==> src/rtl/out_port_arbiter_if.sv <==
// rtl/out_port_arbiter_if.sv - signal bundle between one output port arbiter and the switch
// Purpose: groups the FIFO-side and link-side signals of one output port.
// Signals:
//   req      FIFO i non-empty with its head routed to this output
//   flit_in  head flits of all FIFOs, FIFO i at [i*DATA_WIDTH +: DATA_WIDTH]
//   rdreq    one-hot pop strobe back to the FIFOs
//   dataOut  registered flit towards the downstream link
//   Outw     dataOut holds a flit
//   Outr     downstream ready
//   grant    one-hot current owner of the output, zero when idle
//   busy     a packet is locked to the output
// Modports: master = arbiter side, slave = switch/environment side.
interface out_port_arbiter_if #(
  parameter int DATA_WIDTH = 37,
  parameter int NUM_REQ    = 5
);
  logic [NUM_REQ-1:0]            req;
  logic [NUM_REQ*DATA_WIDTH-1:0] flit_in;
  logic [NUM_REQ-1:0]            rdreq;
  logic [DATA_WIDTH-1:0]         dataOut;
  logic                          Outw;
  logic                          Outr;
  logic [NUM_REQ-1:0]            grant;
  logic                          busy;

  modport master (
    input  req, flit_in, Outr,
    output rdreq, dataOut, Outw, grant, busy
  );

  modport slave (
    output req, flit_in, Outr,
    input  rdreq, dataOut, Outw, grant, busy
  );
endinterface

==> src/rtl/out_port_arbiter.sv <==
// rtl/out_port_arbiter.sv - wormhole round-robin arbiter for one mesh switch output port
// Purpose: shares one output link among NUM_REQ show-ahead input FIFOs. A packet
//   wins in IDLE by round-robin, then owns the link until its endbit flit is
//   popped. Flits leave through a registered stage using the Outw/Outr handshake.
// Ports:
//   clk    system clock, rising edge
//   reset  synchronous, active-high
//   bus    out_port_arbiter_if.master (req, flit_in, rdreq, dataOut, Outw, Outr, grant, busy)
// Optional feature: define OUT_ARB_LOCAL_PRIO_EN to give the local input (index 0)
//   absolute priority in IDLE; the remaining inputs rotate round-robin.
module out_port_arbiter #(
  parameter int DATA_WIDTH = 37,
  parameter int NUM_REQ    = 5,
  parameter int PTR_W      = 3
) (
  input logic                clk,
  input logic                reset,
  out_port_arbiter_if.master bus
);

`ifdef OUT_ARB_LOCAL_PRIO_EN
  localparam bit LOCAL_PRIO = 1'b1;
`else
  localparam bit LOCAL_PRIO = 1'b0;
`endif

  typedef enum logic {IDLE = 1'b0, LOCK = 1'b1} state_t;

  state_t                state;
  state_t                next_state;
  logic [PTR_W-1:0]      rr_ptr;
  logic [PTR_W-1:0]      gnt_idx;
  logic [PTR_W-1:0]      sel_idx;
  logic                  sel_valid;
  logic [NUM_REQ-1:0]    grant_q;
  logic [NUM_REQ-1:0]    rdreq_c;
  logic [DATA_WIDTH-1:0] data_q;
  logic [DATA_WIDTH-1:0] head_flit;
  logic                  outw_q;
  logic                  busy_c;
  logic                  can_load;
  logic                  pop;
  logic                  eop;

  assign head_flit = bus.flit_in[int'(gnt_idx)*DATA_WIDTH +: DATA_WIDTH];
  assign eop       = pop && head_flit[DATA_WIDTH-1];

  // Round-robin pick starting at rr_ptr. The candidate index is reduced modulo
  // NUM_REQ before use, so a pointer near the top never reaches a missing input.
  always_comb begin
    int               cand;
    logic [PTR_W-1:0] cand_idx;
    cand      = 0;
    cand_idx  = '0;
    sel_idx   = '0;
    sel_valid = 1'b0;
    if (LOCAL_PRIO && bus.req[0]) begin
      sel_valid = 1'b1;
    end
    for (int k = 0; k < NUM_REQ; k++) begin
      cand = int'(rr_ptr) + k;
      if (cand >= NUM_REQ) cand = cand - NUM_REQ;
      cand_idx = cand[PTR_W-1:0];
      if (!sel_valid && bus.req[cand_idx] && !(LOCAL_PRIO && cand == 0)) begin
        sel_idx   = cand_idx;
        sel_valid = 1'b1;
      end
    end
  end

  // State register
  always_ff @(posedge clk) begin
    if (reset) state <= IDLE;
    else       state <= next_state;
  end

  // Next-state logic
  always_comb begin
    next_state = state;
    case (state)
      IDLE:    if (sel_valid) next_state = LOCK;
      LOCK:    if (eop)       next_state = IDLE;
      default: next_state = IDLE;
    endcase
  end

  // Output logic: pop only while locked, the owner has a flit, and the output
  // register is free or draining this cycle. Reset suppresses any pop.
  always_comb begin
    can_load = !outw_q || bus.Outr;
    pop      = (state == LOCK) && !reset && bus.req[gnt_idx] && can_load;
    rdreq_c  = '0;
    if (pop) rdreq_c[gnt_idx] = 1'b1;
    busy_c   = (state == LOCK);
  end

  // Grant and round-robin pointer; the pointer moves only when a packet ends.
  always_ff @(posedge clk) begin
    if (reset) begin
      grant_q <= '0;
      gnt_idx <= '0;
      rr_ptr  <= '0;
    end else if (state == IDLE) begin
      if (sel_valid) begin
        gnt_idx <= sel_idx;
        grant_q <= NUM_REQ'(1) << sel_idx;
      end
    end else if (eop) begin
      grant_q <= '0;
      rr_ptr  <= (gnt_idx == PTR_W'(NUM_REQ - 1)) ? '0 : gnt_idx + 1'b1;
    end
  end

  // Registered link stage
  always_ff @(posedge clk) begin
    if (reset) begin
      outw_q <= 1'b0;
      data_q <= '0;
    end else if (pop) begin
      outw_q <= 1'b1;
      data_q <= head_flit;
    end else if (bus.Outr) begin
      outw_q <= 1'b0;
    end
  end

  assign bus.rdreq   = rdreq_c;
  assign bus.dataOut = data_q;
  assign bus.Outw    = outw_q;
  assign bus.grant   = grant_q;
  assign bus.busy    = busy_c;

endmodule
==> src/flat_wrapper.sv <==
// flat-port wrapper written by rule: the top's interface ports become plain ports
module out_port_arbiter_flat 
#(
  parameter int DATA_WIDTH = 37,
  parameter int NUM_REQ    = 5,
  parameter int PTR_W      = 3
)
  (clk, reset, bus_req, bus_flit_in, bus_Outr, bus_rdreq, bus_dataOut, bus_Outw, bus_grant, bus_busy);
  out_port_arbiter_if #(.DATA_WIDTH(DATA_WIDTH), .NUM_REQ(NUM_REQ)) bus_i ();
  input logic clk;
  input logic reset;
  input wire logic [$bits(bus_i.req)-1:0] bus_req;
  input wire logic [$bits(bus_i.flit_in)-1:0] bus_flit_in;
  input wire logic [$bits(bus_i.Outr)-1:0] bus_Outr;
  output wire logic [$bits(bus_i.rdreq)-1:0] bus_rdreq;
  output wire logic [$bits(bus_i.dataOut)-1:0] bus_dataOut;
  output wire logic [$bits(bus_i.Outw)-1:0] bus_Outw;
  output wire logic [$bits(bus_i.grant)-1:0] bus_grant;
  output wire logic [$bits(bus_i.busy)-1:0] bus_busy;
  assign bus_i.req = bus_req;
  assign bus_i.flit_in = bus_flit_in;
  assign bus_i.Outr = bus_Outr;
  assign bus_rdreq = bus_i.rdreq;
  assign bus_dataOut = bus_i.dataOut;
  assign bus_Outw = bus_i.Outw;
  assign bus_grant = bus_i.grant;
  assign bus_busy = bus_i.busy;
  out_port_arbiter #(.DATA_WIDTH(DATA_WIDTH), .NUM_REQ(NUM_REQ), .PTR_W(PTR_W)) u_core (.clk(clk), .reset(reset), .bus(bus_i));
endmodule
==> config.mk <==
export PLATFORM = sky130hd
export DESIGN_NAME = out_port_arbiter_flat
export DESIGN_NICKNAME = d
export VERILOG_FILES = /design/src/rtl/out_port_arbiter_if.sv /design/src/rtl/out_port_arbiter.sv /design/src/flat_wrapper.sv
export SDC_FILE = /design/constraint.sdc
export NUM_CORES = 1
export LEC_CHECK = 0
export CAP_MARGIN = 10
export CORE_MARGIN = 5
export CORE_UTILIZATION = 40
export DETAILED_ROUTE_END_ITERATION = 8
export PLACE_DENSITY = 0.83
export REMOVE_ABC_BUFFERS = 1
export SYNTH_ARGS = -nofsm -noshare
export SYNTH_HDL_FRONTEND = slang
export SYNTH_SLANG_ARGS = --single-unit
export TNS_END_PERCENT = 100
==> constraint.sdc <==
create_clock -name clk -period 8.69 [get_ports clk]
set_clock_uncertainty 0.15 [all_clocks]
set_input_delay 1.738 -clock clk [delete_from_list [all_inputs] [get_ports clk]]
set_output_delay 1.738 -clock clk [all_outputs]
set_load 0.02 [all_outputs]
==> metrics.txt <==
TritonCTS clock tree done; Die Area 12,910 sq um; top-area cell type share of the netlist area 0.2331; Post-synth EDFFs 0; global-route wire length before repair 27,790 um; Congestion Overflow GR 0; Hold Startpoint u_core.bus.grant[4]; synthesis-to-finish area growth 59.44%; drt via density 6.065; R2R Path Start u_core.rr_ptr[1]; Buf+Inv Stages, Crit Path 3; leakage 0.002323 uW; post-place setup slack 2277 ps; Area after DPL 6730 sq um; most frequent CP cell clkdlybuf4s50_1; Final Slew Violations 0; most common flop cell mapped by yosys dfxtp_1; CP Data Required Time 6800 ps; Distinct cells, synth 76; postcts setup bufs 0; Detail Route Antenna Nets 0; # clock sinks 50; hold_ws 347.0 ps; R2R cell count 10; via count 5,186; top cells by area, synth dfxtp_1 23%, mux4_2 12%, nor2_1 6.4%; Reg clk slew, reported paths 90 ps; Post-DP HPWL 14,590 um; Hold Path Sink u_core.bus.grant[4]; share of layout cells above drive strength 1 0.09331; # setup viols final 0; top fanout value on the critical path 53; Slowest-stage cell, CP clkdlybuf4s50_1; nets@finish 920; Synth Warn # 0; TritonCTS Buffers 5; fin area 6847 sq um; final period utilization 0.7440; routed len/inst 21.55 um; minimum clock period 6466 ps; Startpoint Class input pin; Worst Setup Slack, final 2224 ps; Seq cells post-synth 50; num ports 242; FILL cells 869; initial antenna violation count 1; core box area 10,420 sq um; pwr dens 140.4 nW/um^2; Netlist Area Pre-Place 4294 sq um; clock latency on the worst-skew pair 300 ps; vias in the first global route 5,184; final WL 18,420 um; HP Class register to register; RSZ-0062 raised after global routing no; num rows 37; outcome finished clean; CTS Hold Bufs 0; die width 113.6 um; Crit. End Element primary output; Port Buffer Count 241; WS Path Type input pin to primary output; sequential area share after synthesis 0.2331; Reg2Reg Setup Slack 4350 ps; drt drc 0; critical path's largest stage delay 710 ps; First-pass DRT Iterations 5; clock root buffer clkbuf_8; Resized Gates After CTS 0; Final Hold Viols 0; Setup Total Neg Slack 0 ps; H-tree Lvls 2; Slew HR 0.3321; final core occ 0.6573; number of max-cap violations 0; Placer Congestion 0.9336; Max IR drop VDD 0.08174 mV; Tightest Pin Transition 998.1 ps; Hold Path Cell Cnt 1; RR Endpoint u_core.bus.grant[3]; Max Fclk 0.1547 GHz; DIE HEIGHT 113.6 um; Worst Path Arrival 4580 ps; initial cell density of the core 0.4123; crit-path cells clkdlybuf4s50_1 > mux2_2 > a21oi_1 > nor2_1 > nand2_1 > nor3b_4 > buf_4 > and3_1 > clkdlybuf4s50_1; CP top delay family buffers and inverters; Async SR Flop Fraction 0; area leader, netlist dfxtp_1; syn avg cell area 8.486 sq um; initial DRC count 421; Mapped Cells 506; pin count of the biggest net entering global routing 54; clock buffer depth 2; Global Route Usage Sum 0.2686
-- area by class of cell --
cell class,count,area [sq um],share of cell area
clock buffer,5,68.82,0.01005
inverter,13,48.80,0.007127
timing repair buffer,249,2467,0.3604
tap,136,170.2,0.02485
antenna,1,2.502,0.0003655
clock inverter,3,45.04,0.006579
multi-input combinational,398,3040,0.4441
sequential,50,1003,0.1466
-- per-stage QoR --
stage | total power, uW | std cells
global route | 1017 | 855
floorplan | 569.0 | 461
global placement | 783.2 | 846
detailed placement | 793.7 | 846
finish | 961.0 | 855
CTS | 960.5 | 854
-- synthesized netlist by cell type, drive strengths merged (2+ instances only) --
library cell	number
or3	2
mux4	22
buf	13
and2	3
nand4	8
a2111o	2
ha	9
o31ai	4
a211o	4
nor4	4
xnor2	4
nand3	10
nor2	73
mux2i	22
nand2	24
o21ba	2
a221oi	25
nand3b	2
o211ai	2
o22a	3
and3	5
a32o	2
a22oi	17
nor2b	4
o21ai	24
o21a	2
o221ai	13
dfxtp	50
a221o	2
o32ai	2
a21oi	27
mux2	6
nand2b	6
a31oi	3
a21o	3
o41ai	5
clkbuf	32
nor3	31
inv	12
a211oi	6
-- cell usage in the layout, fill, tap and decap left out, types with 3 or more instances in the layout --
cell type and n:
a21o_1 3, a21oi_1 26, dfxtp_1 48, clkdlybuf4s50_1 240
nand2_1 24, nor3_1 29, o221ai_1 12, a211o_1 4
clkbuf_8 5, a211oi_1 6, a221oi_1 25, mux4_2 22
xnor2_1 4, nand4_1 7, nand2b_1 6, o22a_1 3
and3_1 5, o41ai_1 4, mux2_2 6, nor4_1 4
mux2i_1 22, nor2_1 73, inv_1 11, a22oi_1 16
ha_1 9, o21ai_0 21, buf_4 8, a31oi_1 3
nor2b_1 3, nand3_1 9
-- state kept, by name, summed over array words and instances (netlist names) --
signal,flops
u_core.bus.dataOut,37
u_core.bus.grant,5
u_core.gnt_idx,3
u_core.rr_ptr,3
u_core.bus.Outw,1
u_core.bus.busy,1
-- power breakdown --
part | total [uW] | internal (uW) | switching (uW)
combinational | 516 | 252 | 263
sequential | 279 | 257 | 22.2
clock | 166 | 85.7 | 80.6
-- kinds of logic (layout without fill, tap and decap cells) --
family / count (synthesis) / count (layout) / synth area share
other: 0 / 1 / 0
AOI/OAI and AO/OA: 157 / 157 / 0.2783
adders and majority gates: 10 / 10 / 0.03089
xor gates and xnor gates: 4 / 4 / 0.008158
muxes: 50 / 50 / 0.1824
buffers and inverters: 58 / 270 / 0.06148
and+or+nand+nor: 177 / 177 / 0.2057
DFF: 50 / 50 / 0.2331
-- worst max path at each step --
stage	endpoint	cells past startpoint	start	slack, ps
3_3_place_gp	bus_rdreq[0]	9	bus_req[3]	2350
4_1_cts	bus_rdreq[0]	9	bus_req[3]	2260
6_report	bus_rdreq[0]	9	bus_req[3]	2220
5_1_grt	bus_rdreq[0]	9	bus_req[3]	2100
2_1_floorplan	bus_rdreq[0]	6	u_core.gnt_idx[0]	2630
3_5_place_dp	bus_rdreq[0]	9	bus_req[3]	2280
-- per-layer routing --
metal	GRT usage	part of all wire	wire length, um
met4	0.07933	0.028	510
met3	0.06631	0.10	1879
met5	0	0	0
met1	0.3306	0.38	6959
met2	0.4633	0.49	9074
-- worst register-to-register path, cell delays in order, from the launching register on --
cell,delay (ps)
dfxtp_1,810
inv_1,310
ha_1,750
nor2b_1,210
a22oi_2,240
o21ai_2,80
o41ai_1,540
o311ai_0,220
nor3_1,330
o21ai_0,170
o41ai_1,410
Note: power is estimated with default switching activity, not from simulation.
